### config.mk
export PLATFORM = sky130hd
export DESIGN_NAME = div32_seq
export DESIGN_NICKNAME = d
export VERILOG_FILES = /design/src/rtl/div32_seq_pkg.sv /design/src/rtl/div32_seq_step.sv /design/src/rtl/div32_seq.sv
export SDC_FILE = /design/constraint.sdc
export NUM_CORES = 1
export LEC_CHECK = 0
export CAP_MARGIN = 10
export CORE_MARGIN = 3
export CORE_UTILIZATION = 58
export CTS_BUF_LIST = sky130_fd_sc_hd__clkbuf_16
export CTS_CLUSTER_DIAMETER = 200
export CTS_CLUSTER_SIZE = 40
export DETAILED_ROUTE_END_ITERATION = 16
export GPL_ROUTABILITY_DRIVEN = 0
export PLACE_DENSITY = 0.85
export SLEW_MARGIN = 5
export SYNTH_ARGS = -nofsm -noshare
export SYNTH_HDL_FRONTEND = slang
export SYNTH_HIERARCHICAL = 1
export SYNTH_SLANG_ARGS = --single-unit
### constraint.sdc
create_clock -name clk -period 10.62 [get_ports clk]
set_input_delay 1.593 -clock clk [delete_from_list [all_inputs] [get_ports clk]]
set_output_delay 1.593 -clock clk [all_outputs]
set_load 0.05 [all_outputs]
### src/rtl/div32_seq_pkg.sv
// Shared definitions for the sequential restoring divider: default width,
// FSM state encoding and iteration-counter sizing.
package div32_seq_pkg;

  localparam int DEF_WIDTH = 32;
  localparam int CNT_W     = $clog2(DEF_WIDTH) + 1;

  typedef enum logic [1:0] {
    IDLE = 2'd0,
    RUN  = 2'd1,
    DONE = 2'd2
  } state_t;

  // Counter must hold the value WIDTH itself, hence the extra bit.
  function automatic int cnt_width(input int w);
    return $clog2(w) + 1;
  endfunction

endpackage

### src/rtl/div32_seq_step.sv
// One restoring-division iteration: shift the next dividend bit into the
// partial remainder, trial-subtract the divisor, keep or restore.
module div_step
  import div32_seq_pkg::*;
#(
  parameter int WIDTH = DEF_WIDTH
) (
  input  logic [WIDTH-1:0] rem,
  input  logic [WIDTH-1:0] quo,
  input  logic [WIDTH-1:0] divisor,
  output logic [WIDTH-1:0] rem_nxt,
  output logic [WIDTH-1:0] quo_nxt
);

  logic [WIDTH:0] trial;

  // rem < divisor always holds, so trial's top bit is a clean sign flag.
  always_comb begin
    trial = {rem, quo[WIDTH-1]} - {1'b0, divisor};
    if (!trial[WIDTH]) begin
      rem_nxt = trial[WIDTH-1:0];
      quo_nxt = {quo[WIDTH-2:0], 1'b1};
    end else begin
      rem_nxt = {rem[WIDTH-2:0], quo[WIDTH-1]};
      quo_nxt = {quo[WIDTH-2:0], 1'b0};
    end
  end

endmodule

### src/rtl/div32_seq.sv
// Sequential unsigned divider, one quotient bit per clock, with a
// ready/valid handshake on both sides and single-edge divide-by-zero path.
module div32_seq
  import div32_seq_pkg::*;
#(
  parameter int WIDTH = DEF_WIDTH
) (
  input  logic             clk,
  input  logic             rst,
  input  logic             start,
  input  logic [WIDTH-1:0] dividend,
  input  logic [WIDTH-1:0] divisor,
  output logic             in_ready,
  output logic             out_valid,
  input  logic             out_ready,
  output logic [WIDTH-1:0] quotient,
  output logic [WIDTH-1:0] remainder,
  output logic             div_by_zero
);

  localparam int CW = cnt_width(WIDTH);

  state_t           state, state_nxt;
  logic [CW-1:0]    cnt;
  logic [WIDTH-1:0] dvs_q, quo_q, rem_q;
  logic [WIDTH-1:0] quo_step, rem_step;
  logic             dbz_q;

  div_step #(.WIDTH(WIDTH)) u_step (
    .rem     (rem_q),
    .quo     (quo_q),
    .divisor (dvs_q),
    .rem_nxt (rem_step),
    .quo_nxt (quo_step)
  );

  always_comb begin
    state_nxt = state;
    case (state)
      IDLE: if (start) state_nxt = (divisor == '0) ? DONE : RUN;
      RUN:  if (cnt == CW'(1)) state_nxt = DONE;
      DONE: if (out_ready) state_nxt = IDLE;
      default: state_nxt = IDLE;
    endcase
  end

  always_ff @(posedge clk or posedge rst) begin
    if (rst) state <= IDLE;
    else     state <= state_nxt;
  end

  // Quotient register doubles as the dividend shift register during RUN.
  always_ff @(posedge clk or posedge rst) begin
    if (rst) begin
      cnt   <= '0;
      dvs_q <= '0;
      quo_q <= '0;
      rem_q <= '0;
      dbz_q <= 1'b0;
    end else begin
      case (state)
        IDLE: begin
          if (start) begin
            if (divisor == '0) begin
              quo_q <= '1;
              rem_q <= dividend;
              dbz_q <= 1'b1;
            end else begin
              dvs_q <= divisor;
              quo_q <= dividend;
              rem_q <= '0;
              cnt   <= CW'(WIDTH);
              dbz_q <= 1'b0;
            end
          end
        end
        RUN: begin
          quo_q <= quo_step;
          rem_q <= rem_step;
          cnt   <= cnt - CW'(1);
        end
        default: ;
      endcase
    end
  end

  assign in_ready    = (state == IDLE);
  assign out_valid   = (state == DONE);
  assign quotient    = quo_q;
  assign remainder   = rem_q;
  assign div_by_zero = dbz_q;

endmodule

### Word-level counts from Yosys, hierarchy flattened

Cells that the tools add are included.
Widths: inputs -> output; s select.

| storage, ports and cells | value |
|---|---|
| output and inout bits | 67 |
| input port bits | 68 |
| word-level logic and storage cells | 41 |
| register bits | 105 |

| operators by class | value |
|---|---|
| equality and inequality tests | 7 |
| reductions and logical operators | 8 |
| add/subtract/negate cells | 2 |
| bitwise operators | 1 |
| mux-type cells | 17 |

Operator list:

| cell | number |
|---|---|
| $mux 32 | 5 |
| $pmux 32 s2 | 2 |
| $sub 33x32->33 | 1 |
| $logic_not 32->1 | 1 |
| $mux 6 | 2 |
| $pmux 6 s2 | 1 |
| $reduce_and 3->1 | 3 |
| $mux 2 | 4 |
| $eq 6x1->1 const B | 1 |
| $ne 2x2->1 const B | 3 |
| $pmux 2 s3 | 1 |
| $sub 6x1->6 const B | 1 |
| $reduce_and 2->1 | 2 |
| $eq 2x1->1 const B | 1 |
| $eq 2x2->1 const B | 1 |
| $logic_not 2->1 | 1 |
| $mux 1 | 2 |
| $ne 2x1->1 const B | 1 |
| $reduce_bool 2->1 | 1 |
| $not 1->1 | 1 |

### Logic depth before layout (Yosys ltp)

Gate-level depths: netlist (run 1).

| depth | value |
|---|---|
| word-level depth | 4 |
| gate-level depth with buffers | 17 |
| mapped depth without buffers | 15 |

### By module

Netlist (run 1), hierarchy kept.

By module, submodules not included:

| module | sequential area each (sq um) | area each (sq um) | instances | cells an instance |
|---|---|---|---|---|
| div32_seq | 2627.5 | 5142.4 | 1 | 565 |
| div_step | 0.0 | 2591.2 | 1 | 336 |

### Worst setup path after synthesis (run 1)

Ideal clock, no wire load.

| timing | value |
|---|---|
| path kind | reg2reg |
| from | register quo_q[31] (netlist: quotient[31]) |
| to | register rem_q[10] (netlist: remainder[10]) |
| path buffers | 2 |
| period minus slack after synthesis | 3773 ps |
| path slack | 6847 ps |
| stages on the path, launching flop included | 18 |
| data arrival time | 3649 ps |
| setup time | 124 ps |
| required time | 10496 ps |
| cell sequence | dfrtp_1 inv_1 ha_1 fa_1 and2b_2 o2111ai_2 a21oi_2 o2111ai_1 a211oi_2 nor2_4 mux2i_4 and2_4 buf_12 inv_8 buf_12 mux2_4 a21oi_1 a21oi_1 |

| between the ends | value |
|---|---|
| longest elaborated chain between the ends | 3 |

Ends and longest elaborated chain:

| element | line | source |
|---|---|---|
| start, declared | div32_seq.sv:25 | `logic [WIDTH-1:0] dvs_q, quo_q, rem_q;` |
| start signal, assigned | div32_seq.sv:70 | `quo_q <= dividend;` |
| start signal, assigned | div32_seq.sv:78 | `quo_q <= quo_step;` |
| $sub 33x32->33 | div32_seq_step.sv:19 | `trial = {rem, quo[WIDTH-1]} - {1'b0, divisor};` |
| $mux 32 | div32_seq_step.sv:20 | `if (!trial[WIDTH]) begin` |
| named net rem_step[10] | div32_seq.sv:26 | `logic [WIDTH-1:0] quo_step, rem_step;` |
| $pmux 32 s2 | div32_seq.sv:61 | `case (state)` |
| end signal, assigned | div32_seq.sv:66 | `rem_q <= dividend;` |
| end signal, assigned | div32_seq.sv:79 | `rem_q <= rem_step;` |
| end, declared | div32_seq.sv:25 |  |

The timed path passes the listed nets, and every way through them passes these cells.
A chain may end at the register's enable or synchronous reset.

### Worst setup path after layout (run 1)

| timing | value |
|---|---|
| from | register quo_q[31] (netlist: quotient[31]) |
| to | register rem_q[19] (netlist: remainder[19]) |

Same word-level chain as after synthesis.

==> results of run 1 <==
kinds of logic after synthesis:
kind of cell | Yosys count | share of synthesized area (%)
xor gates and xnor gates | 28 | 3.17
buffers and inverters | 127 | 9.12
AOI/OAI and AO/OA | 244 | 20.1
and+or+nand+nor | 305 | 18.5
muxes | 57 | 9.35
DFF | 105 | 34.0
adders and majority gates | 35 | 5.76
per-layer routing:
layer,up-vias,track usage [%]
li1,3262,-
met1,3281,40.3
met2,290,42.7
met3,25,6.43
met4,0,7.77
met5,-,0
cells in the mapped netlist (all sizes together) (8+ instances only):
master	number
a21o	20
a21oi	91
a22o	33
buf	52
clkbuf	35
dfrtp	105
ha	34
inv	39
mux2	55
nand2	58
nand3	16
nor2	146
nor3	9
nor4	10
o21a	8
o21ai	54
or3	34
xnor2	15
xor2	13
area by class of cell:
| cell class | count | area (um^2) |
|---|---|---|
| well taps | 172 | 215 |
| clock inverters | 6 | 67.6 |
| flip-flops and latches | 105 | 2630 |
| repair buffers | 143 | 1410 |
| fillers | 999 | 3700 |
| clock buffers | 9 | 225 |
| multi-input cells | 669 | 4420 |
| inverters | 39 | 156 |
critical path, stage by stage (launching register included):
cell and delay (ns):
dfrtp_1 0.46, inv_1 0.07, ha_1 0.21, fa_1 0.40, and2b_2 0.25, o2111ai_2 0.14
a21oi_2 0.22, o2111ai_1 0.23, a211oi_2 0.34, nor2_4 0.11, mux2i_4 0.37, and2_4 0.33
inv_8 0.13, mux2_4 0.32, a21oi_1 0.24, a21oi_1 0.11
path summary, 6_finish.rpt:
| path | slack, ns | depth (start not counted) | from | end |
|---|---|---|---|---|
| worst max register to register | 6.57 | 15 | quotient[31] | remainder[19] |
| max in group asynchronous | 7.74 | 3 | rst | remainder[21] |
| worst min-delay path | 0.50 | 1 | dvs_q[23] | dvs_q[23] |
| min in group asynchronous | 1.64 | 2 | rst | quotient[2] |
| worst max-delay path | 6.57 | 15 | quotient[31] | remainder[19] |
| worst min register to register | 0.50 | 1 | dvs_q[23] | dvs_q[23] |
per-stage QoR:
stage	area (um^2)	instances	setup WS, ns
floorplan	7730	901	6.27
global placement	8830	1128	6.40
detailed placement	8830	1128	6.32
CTS	9120	1143	6.62
global route	9120	1143	6.39
finish	9120	1143	6.57
registers in the layout, summed over array words and instances (netlist names):
signal       flops
dvs_q           32
quotient        32
remainder       32
cnt              6
state            2
div_by_zero      1
==> results by group, run 1 <==
STA
  • RSZ-0062 raised after global routing: no
  • Slew margin rel.: between 40% and 50%
  • Hold Slack: roughly 0.50 ns
  • Slew Viols, Final: 0
  • Final hold viol count: 0
  • Final worst-path cycle share: 38.1%
  • Final Skew: slightly below 0.01 ns
  • Period minus WS final: around 4 ns
  • F_max: 247 MHz
  • Fin Setup TNS: 0 ns
  • Least-Margin Pin Slew: 0.829 ns
  • Final setup viols: 0

Finish
  • Commonest cells after routing, fill and taps aside: nor2_1, clkdlybuf4s50_1, dfrtp_1, a21oi_1, nand2_1
  • Layout cell share with drive strength beyond 1: under 10%
  • N_diodes: 0
  • Most common cell after layout, fill and taps aside: nor2_1
  • Final nets: approximately 1100
  • Layout area overhead: 17.9%
  • Final Util: between 70% and 80%

Setup path
  • Worst Setup Path Type: register to register
  • Crit Path Max Fanout: 24
  • Crit path launch type: register
  • Worst Setup End Kind: register
  • WP data required: roughly 11 ns
  • Worst Path Arrival: approximately 4.3 ns

Clocking
  • Max H-tree Level: 3
  • CTS tree: yes
  • Total CTS buffers: 9
  • Root Buffer: clkbuf_16
  • Clock Latency Late Sink: about 0.36 ns
  • Hold buffers post-CTS: 0
  • # clock sinks: around 110
  • Clock-pin slew on the worst setup and hold paths: ~0.070 ns
  • # resized after CTS: 0
  • Clock Tree Buf Depth: 2
  • Post-CTS setup buffer count: 0

Drt
  • DR DRC count: 0
  • DR vias/cell: about 6.0
  • Total Wirelength: 20600 um
  • Metal3 WL: ~1600 um
  • DR top layer: met4
  • Wl on met1: approximately 9400 um
  • Post-route antenna net violation count: 0
  • Wire per inst: about 18 um
  • DRT iter0 DRCs: 708
  • WL met2: 9270 um
  • DR vias: between 6000 and 7000
  • 1st-pass router iterations: 5

Logic synthesis
  • Synth warnings: 6
  • Largest cells by area after synthesis: dfrtp_1, nor2_1, a21oi_1
  • Syn Nets: 1004
  • Ys flop type: dfrtp_1
  • Post-Syn Instances: 901
  • Synth Cell Area: 7730 um^2
  • Synth area leader: dfrtp_1
  • Area share of the largest cell type after synthesis: approximately a third
  • Post-synthesis average cell area: 8.58 um^2
  • Post-synth EDFFs: 0
  • Unique masters post-synth: 69
  • Flops & latches, synth: 105
  • Async set-or-reset flop fraction in the synthesized netlist: 100%
  • Sequential fraction of the synthesis area: about a third

GRT
  • First-pass GRT wire length: 33200 um
  • Congestion Overflow GR: 0
  • Initial antenna violation count: 0
  • Gr usage total: between 20 and 30%
  • Largest net degree at the start of global routing: 71
  • Vias in the first global route: 6591

Min path
  • Hold crit path type: register to register

Floorplanning
  • Starting Density: roughly three fifths
  • Die X: between 100 and 150 um
  • CORE AREA: ~13000 um^2
  • Die Y: about 120 um
  • Full die area: about 15000 um^2
  • I/O pins: approximately 140
  • Row cnt: between 40 and 50

Flow run
  • Max_cap viols: 0

Outcome
  • Status: finished clean

Place
  • IO Port Bufs: 134
  • DP HPWL: 14300 um
Power of run 1 is left out: the tool's default activity adds up to more than one toggle a clock period on the data nets, which glitch-free logic cannot reach.
==> inputs of run 2 (changes only) <==
--- a/config.mk
+++ b/config.mk
@@ -7,13 +7,13 @@
 export LEC_CHECK = 0
 export CAP_MARGIN = 10
 export CORE_MARGIN = 3
-export CORE_UTILIZATION = 58
+export CORE_UTILIZATION = 49
 export CTS_BUF_LIST = sky130_fd_sc_hd__clkbuf_16
 export CTS_CLUSTER_DIAMETER = 200
 export CTS_CLUSTER_SIZE = 40
 export DETAILED_ROUTE_END_ITERATION = 16
 export GPL_ROUTABILITY_DRIVEN = 0
-export PLACE_DENSITY = 0.85
+export PLACE_DENSITY = 0.76
 export SLEW_MARGIN = 5
 export SYNTH_ARGS = -nofsm -noshare
 export SYNTH_HDL_FRONTEND = slang
==> constraint.sdc (replaced) <==
create_clock -name clk -period 3.6 [get_ports clk]
set_input_delay 0.54 -clock clk [delete_from_list [all_inputs] [get_ports clk]]
set_output_delay 0.54 -clock clk [all_outputs]
set_load 0.05 [all_outputs]
==> results by group, run 2 (same netlist as run 1, synthesis figures left out) <==
Floorplanning
  • CORE AREA: 15300 um^2 (was 12800 um^2)
  • Die Y: 132 um (was 121 um)
  • Die X: 132 um (was 121 um)
  • Starting Density: 50.5% (was 60.3%)
  • Full die area: 17300 um^2 (was 14800 um^2)
  • Row cnt: 45 (was 41)
  • I/O pins: 135 (unchanged)

Min path
  • Hold crit path type: register to register (unchanged)

STA
  • Final worst-path cycle share: 94.3% (was 38.1%)
  • Least-Margin Pin Slew: 0.928 ns (was 0.829 ns)
  • Final hold viol count: 0 (unchanged)
  • Fin Setup TNS: 0 ns (unchanged)
  • Final Skew: 0.00751 ns (was 0.00981 ns)
  • F_max: 295 MHz (was 247 MHz)
  • Slew margin rel.: 38.2% (was 44.7%)
  • Final setup viols: 0 (unchanged)
  • Period minus WS final: 3.39 ns (was 4.05 ns)
  • Slew Viols, Final: 0 (unchanged)

Setup path
  • Worst Setup End Kind: register (unchanged)
  • Worst Path Arrival: 3.63 ns (was 4.28 ns)
  • WP data required: 3.84 ns (was 10.85 ns)
  • Crit Path Max Fanout: 7 (was 24)
  • Worst Setup Path Type: register to register (unchanged)
  • R2R setup slack: 0.21 ns (was 6.57 ns)
  • Crit path launch type: register (unchanged)

Finish
  • Final nets: 1082 (was 1070)
  • Sequential Area: 2630 um^2 (about the same)
  • Most common cell after layout, fill and taps aside: nor2_1 (unchanged)
  • Layout area overhead: 20.0% (was 17.9%)
  • N_diodes: 0 (unchanged)
  • Filler instances: 1394 (was 999)
  • Footprint of the multi-input gates: 4440 um^2 (was 4420 um^2)
  • Commonest cells after routing, fill and taps aside: nor2_1, clkdlybuf4s50_1, dfrtp_1, a21oi_1, nand2_1 (unchanged)
  • Layout cell share with drive strength beyond 1: 9.25% (was 7.72%)

Outcome
  • Status: finished clean (unchanged)

Clocking
  • Total CTS buffers: 9 (unchanged)
  • Root Buffer: clkbuf_16 (unchanged)
  • Clock Tree Buf Depth: 2 (unchanged)
  • # clock sinks: 105 (unchanged)
  • Max H-tree Level: 3 (unchanged)
  • Clock-pin slew on the worst setup and hold paths: 0.07 ns (about the same)
  • CTS tree: yes (unchanged)
  • Hold buffers post-CTS: 0 (unchanged)
  • Clock Latency Late Sink: 0.35 ns (was 0.36 ns)

Drt
  • DR DRC count: 0 (unchanged)
  • WL met2: 9500 um (was 9270 um)
  • DR vias/cell: 5.78 (was 6.00)
  • 1st-pass router iterations: 8 (was 5)
  • DR top layer: met4 (unchanged)
  • Post-route antenna net violation count: 0 (unchanged)
  • DR vias: 6903 (was 6858)
  • Wire per inst: 18.2 um (was 18.1 um)
  • Total Wirelength: 21700 um (was 20600 um)
  • DRT iter0 DRCs: 612 (was 708)
  • Wl on met1: 10100 um (was 9410 um)
  • Metal3 WL: 1670 um (was 1580 um)

GRT
  • Largest net degree at the start of global routing: 70 (was 71)
  • Gr usage total: 24.6% (was 28.1%)
  • Initial antenna violation count: 0 (unchanged)
  • Vias in the first global route: 6616 (was 6591)
  • First-pass GRT wire length: 35000 um (was 33200 um)
  • Congestion Overflow GR: 0 (unchanged)

Place
  • DP HPWL: 14900 um (was 14300 um)
  • IO Port Bufs: 134 (unchanged)

Flow run
  • Max_cap viols: 0 (unchanged)
==> run 2: worst paths after layout <==
check                      startpoint      endpoint  cells after the start
setup / recovery             dvs_q[0]  remainder[8]                     14
min in group asynchronous         rst   quotient[7]                      2
max in group asynchronous         rst  quotient[24]                      3
hold reg to reg             dvs_q[22]     dvs_q[22]                      1
hold / removal              dvs_q[22]     dvs_q[22]                      1
setup reg to reg             dvs_q[0]  remainder[8]                     14
==> run 2: cell type report <==
| cell class | instances | area share (%) |
|---|---|---|
| inverters | 39 | 1.74 |
| multi-input cells | 669 | 47.9 |
| repair buffers | 153 | 16.0 |
| repair inverters | 2 | 0.216 |
| well taps | 211 | 2.84 |
| flip-flops and latches | 105 | 28.3 |
| clock buffers | 9 | 2.43 |
| clock inverters | 7 | 0.606 |
==> run 2: layer usage <==
layer,GRT usage [%],vias up
met1,36.2,3294
met3,5.51,26
met5,0,-
met2,35.8,290
li1,-,3293
met4,8.05,0
==> run 2: per-stage QoR <==
| stage | setup slack, ns | hold WS, ns | cell area [um^2] | instances | util [%] |
|---|---|---|---|---|---|
| 2_1_floorplan | 0.00561 | 0.464 | 7740 | 901 | - |
| 3_5_place_dp | 0.0940 | 0.483 | 8940 | 1175 | 58.4 |
| 3_3_place_gp | 0.151 | 0.475 | 8940 | 1175 | 58.4 |
| 4_1_cts | 0.0688 | 0.500 | 9220 | 1191 | 60.2 |
| 6_report | 0.206 | 0.493 | 9280 | 1195 | 60.6 |
| 5_1_grt | -0.0118 | 0.519 | 9280 | 1195 | 60.6 |
==> run 2: critical path, cell delays in order (launching register included) <==
cell       delay [ns]
dfrtp_1          0.39
ha_1             0.23
fa_2             0.35
and2b_2          0.24
o2111ai_2        0.12
a21oi_2          0.22
o2111ai_2        0.15
a211oi_2         0.32
nor2_4           0.09
mux2i_4          0.18
and2_4           0.30
clkinv_8         0.12
mux2_4           0.31
a21oi_1          0.17
a21oi_1          0.08
==> run 2: repair_timing <==
action | CTS | global route
buffers inserted | 0 | 2
gates resized for setup | 0 | 8
setup endpoints to repair | 0 | 23
Power of run 2 is left out for the same reason.
==> inputs of run 3 (changes only) <==
--- a/config.mk
+++ b/config.mk
@@ -6,8 +6,10 @@
 export NUM_CORES = 1
 export LEC_CHECK = 0
 export CAP_MARGIN = 10
-export CORE_MARGIN = 3
-export CORE_UTILIZATION = 49
+export CELL_PAD_IN_SITES_DETAIL_PLACEMENT = 1
+export CELL_PAD_IN_SITES_GLOBAL_PLACEMENT = 1
+export CORE_MARGIN = 2
+export CORE_UTILIZATION = 37
 export CTS_BUF_LIST = sky130_fd_sc_hd__clkbuf_16
 export CTS_CLUSTER_DIAMETER = 200
 export CTS_CLUSTER_SIZE = 40
==> results by group, run 3 (same netlist as run 1, synthesis figures left out) <==
Setup path
  • Crit path from: dvs_q[0] (unchanged)
  • Crit Path Max Fanout: 7 (unchanged)
  • Worst Path Arrival: 3.74 ns (was 3.63 ns)
  • WP data required: 3.84 ns (about the same)
  • Worst Setup Path Type: register to register (unchanged)
  • Worst Setup End Kind: register (unchanged)
  • Worst reg2reg startpoint: dvs_q[0] (unchanged)
  • Crit path launch type: register (unchanged)

GRT
  • Vias in the first global route: 7078 (was 6616)
  • Largest net degree at the start of global routing: 98 (was 70)
  • Congestion Overflow GR: 0 (unchanged)
  • Initial antenna violation count: 0 (unchanged)
  • Gr usage total: 22.6% (was 24.6%)
  • First-pass GRT wire length: 39400 um (was 35000 um)

Min path
  • Hold crit path type: register to register (unchanged)
  • Hold Startpoint: div_by_zero (was dvs_q[22])

Place
  • Dpl ws: 0.0521 ns (was 0.0940 ns)
  • IO Port Bufs: 134 (unchanged)
  • DP HPWL: 17900 um (was 14900 um)

STA
  • Worst Slack Setup Final: 0.102 ns (was 0.206 ns)
  • Slew margin rel.: 53.7% (was 38.2%)
  • Final hold viol count: 0 (unchanged)
  • Period minus WS final: 3.50 ns (was 3.39 ns)
  • F_max: 286 MHz (was 295 MHz)
  • Final setup viols: 0 (unchanged)
  • Final Skew: 0.0190 ns (was 0.00751 ns)
  • Least-Margin Pin Slew: 0.694 ns (was 0.928 ns)
  • Slew Viols, Final: 0 (unchanged)
  • Final worst-path cycle share: 97.2% (was 94.3%)

Finish
  • Most common cell after layout, fill and taps aside: nor2_1 (unchanged)
  • Layout area overhead: 22.7% (was 20.0%)
  • Layout cell share with drive strength beyond 1: 10.2% (was 9.25%)
  • Final nets: 1088 (was 1082)
  • Commonest cells after routing, fill and taps aside: nor2_1, clkdlybuf4s50_1, dfrtp_1, a21oi_1, nand2_1 (unchanged)
  • N_diodes: 0 (unchanged)
  • Final Util: 46.6% (was 60.6%)

Flow run
  • Max_cap viols: 0 (unchanged)

Outcome
  • Status: finished clean (unchanged)

Floorplanning
  • Die X: 149 um (was 132 um)
  • CORE AREA: 20400 um^2 (was 15300 um^2)
  • Die Y: 149 um (was 132 um)
  • Full die area: 22100 um^2 (was 17300 um^2)
  • I/O pins: 135 (unchanged)
  • Starting Density: 38.0% (was 50.5%)
  • Row cnt: 52 (was 45)

Drt
  • Wire per inst: 20.0 um (was 18.2 um)
  • DR DRC count: 0 (unchanged)
  • Post-route antenna net violation count: 0 (unchanged)
  • DR vias: 6925 (was 6903)
  • DR vias/cell: 5.50 (was 5.78)
  • Total Wirelength: 25300 um (was 21700 um)
  • 1st-pass router iterations: 5 (was 8)
  • DRT iter0 DRCs: 461 (was 612)

Clocking
  • # clock sinks: 105 (unchanged)
  • Max H-tree Level: 3 (unchanged)
  • Root Buffer: clkbuf_16 (unchanged)
  • Clock Latency Late Sink: 0.37 ns (was 0.35 ns)
  • Total CTS buffers: 9 (unchanged)
  • Clock Tree Buf Depth: 2 (unchanged)
  • Clock-pin slew on the worst setup and hold paths: 0.08 ns (was 0.07 ns)
  • CTS tree: yes (unchanged)
==> run 3: routing by layer <==
layer	GRT usage, %	routed length (um)	vias to the layer above
met1	33.2	12100	3422
met3	4.66	1250	28
li1	-	-	3299
met5	0	0	-
met4	3.90	352	0
met2	34.9	11500	176
==> run 3: worst max-delay path, cell delays in order, from the launching register on <==
cell	delay (ns)
dfrtp_1	0.40
ha_2	0.21
fa_2	0.35
and2b_2	0.24
o2111ai_2	0.12
a21oi_2	0.23
o2111ai_2	0.18
a211oi_2	0.36
nor2_4	0.09
mux2i_4	0.18
and2_4	0.24
clkinv_8	0.11
buf_12	0.16
mux2_4	0.29
a21oi_1	0.14
a21oi_1	0.08
==> run 3: through the flow <==
step	hold slack, ns	area, um^2	TNS (ns)	instances
floorplan	0.464	7740	0	901
global placement	0.465	9100	0	1238
detailed placement	0.472	9100	0	1238
CTS	0.490	9370	0	1254
global route	0.523	9490	-0.476	1260
finish	0.490	9490	0	1260
==> run 3: layout make-up <==
type / count / area [um^2]
Fill cell: 2401 / 10900
Multi-Input combinational cell: 669 / 4450
Sequential cell: 105 / 2630
Timing Repair Buffer: 159 / 1600
Tap cell: 270 / 338
Clock buffer: 9 / 225
Inverter: 39 / 161
Clock inverter: 7 / 48.8
Timing Repair inverter: 2 / 27.5
==> run 3: path summary, 6_finish.rpt <==
path | depth (start not counted) | to | slack [ns]
max | 15 | remainder[30] | 0.10
max in group asynchronous | 3 | remainder[22] | 2.30
max reg2reg | 15 | remainder[30] | 0.10
min | 2 | div_by_zero | 0.49
min reg2reg | 2 | div_by_zero | 0.49
min in group asynchronous | 2 | quotient[2] | 0.59
==> run 3: repair_timing <==
item | 4_1_cts | 5_1_grt
gates resized for setup | 0 | 14
setup endpoints to repair | 0 | 24
buffers inserted | 0 | 4
hold buffers | 0 | 0
Power of run 3 is left out for the same reason.
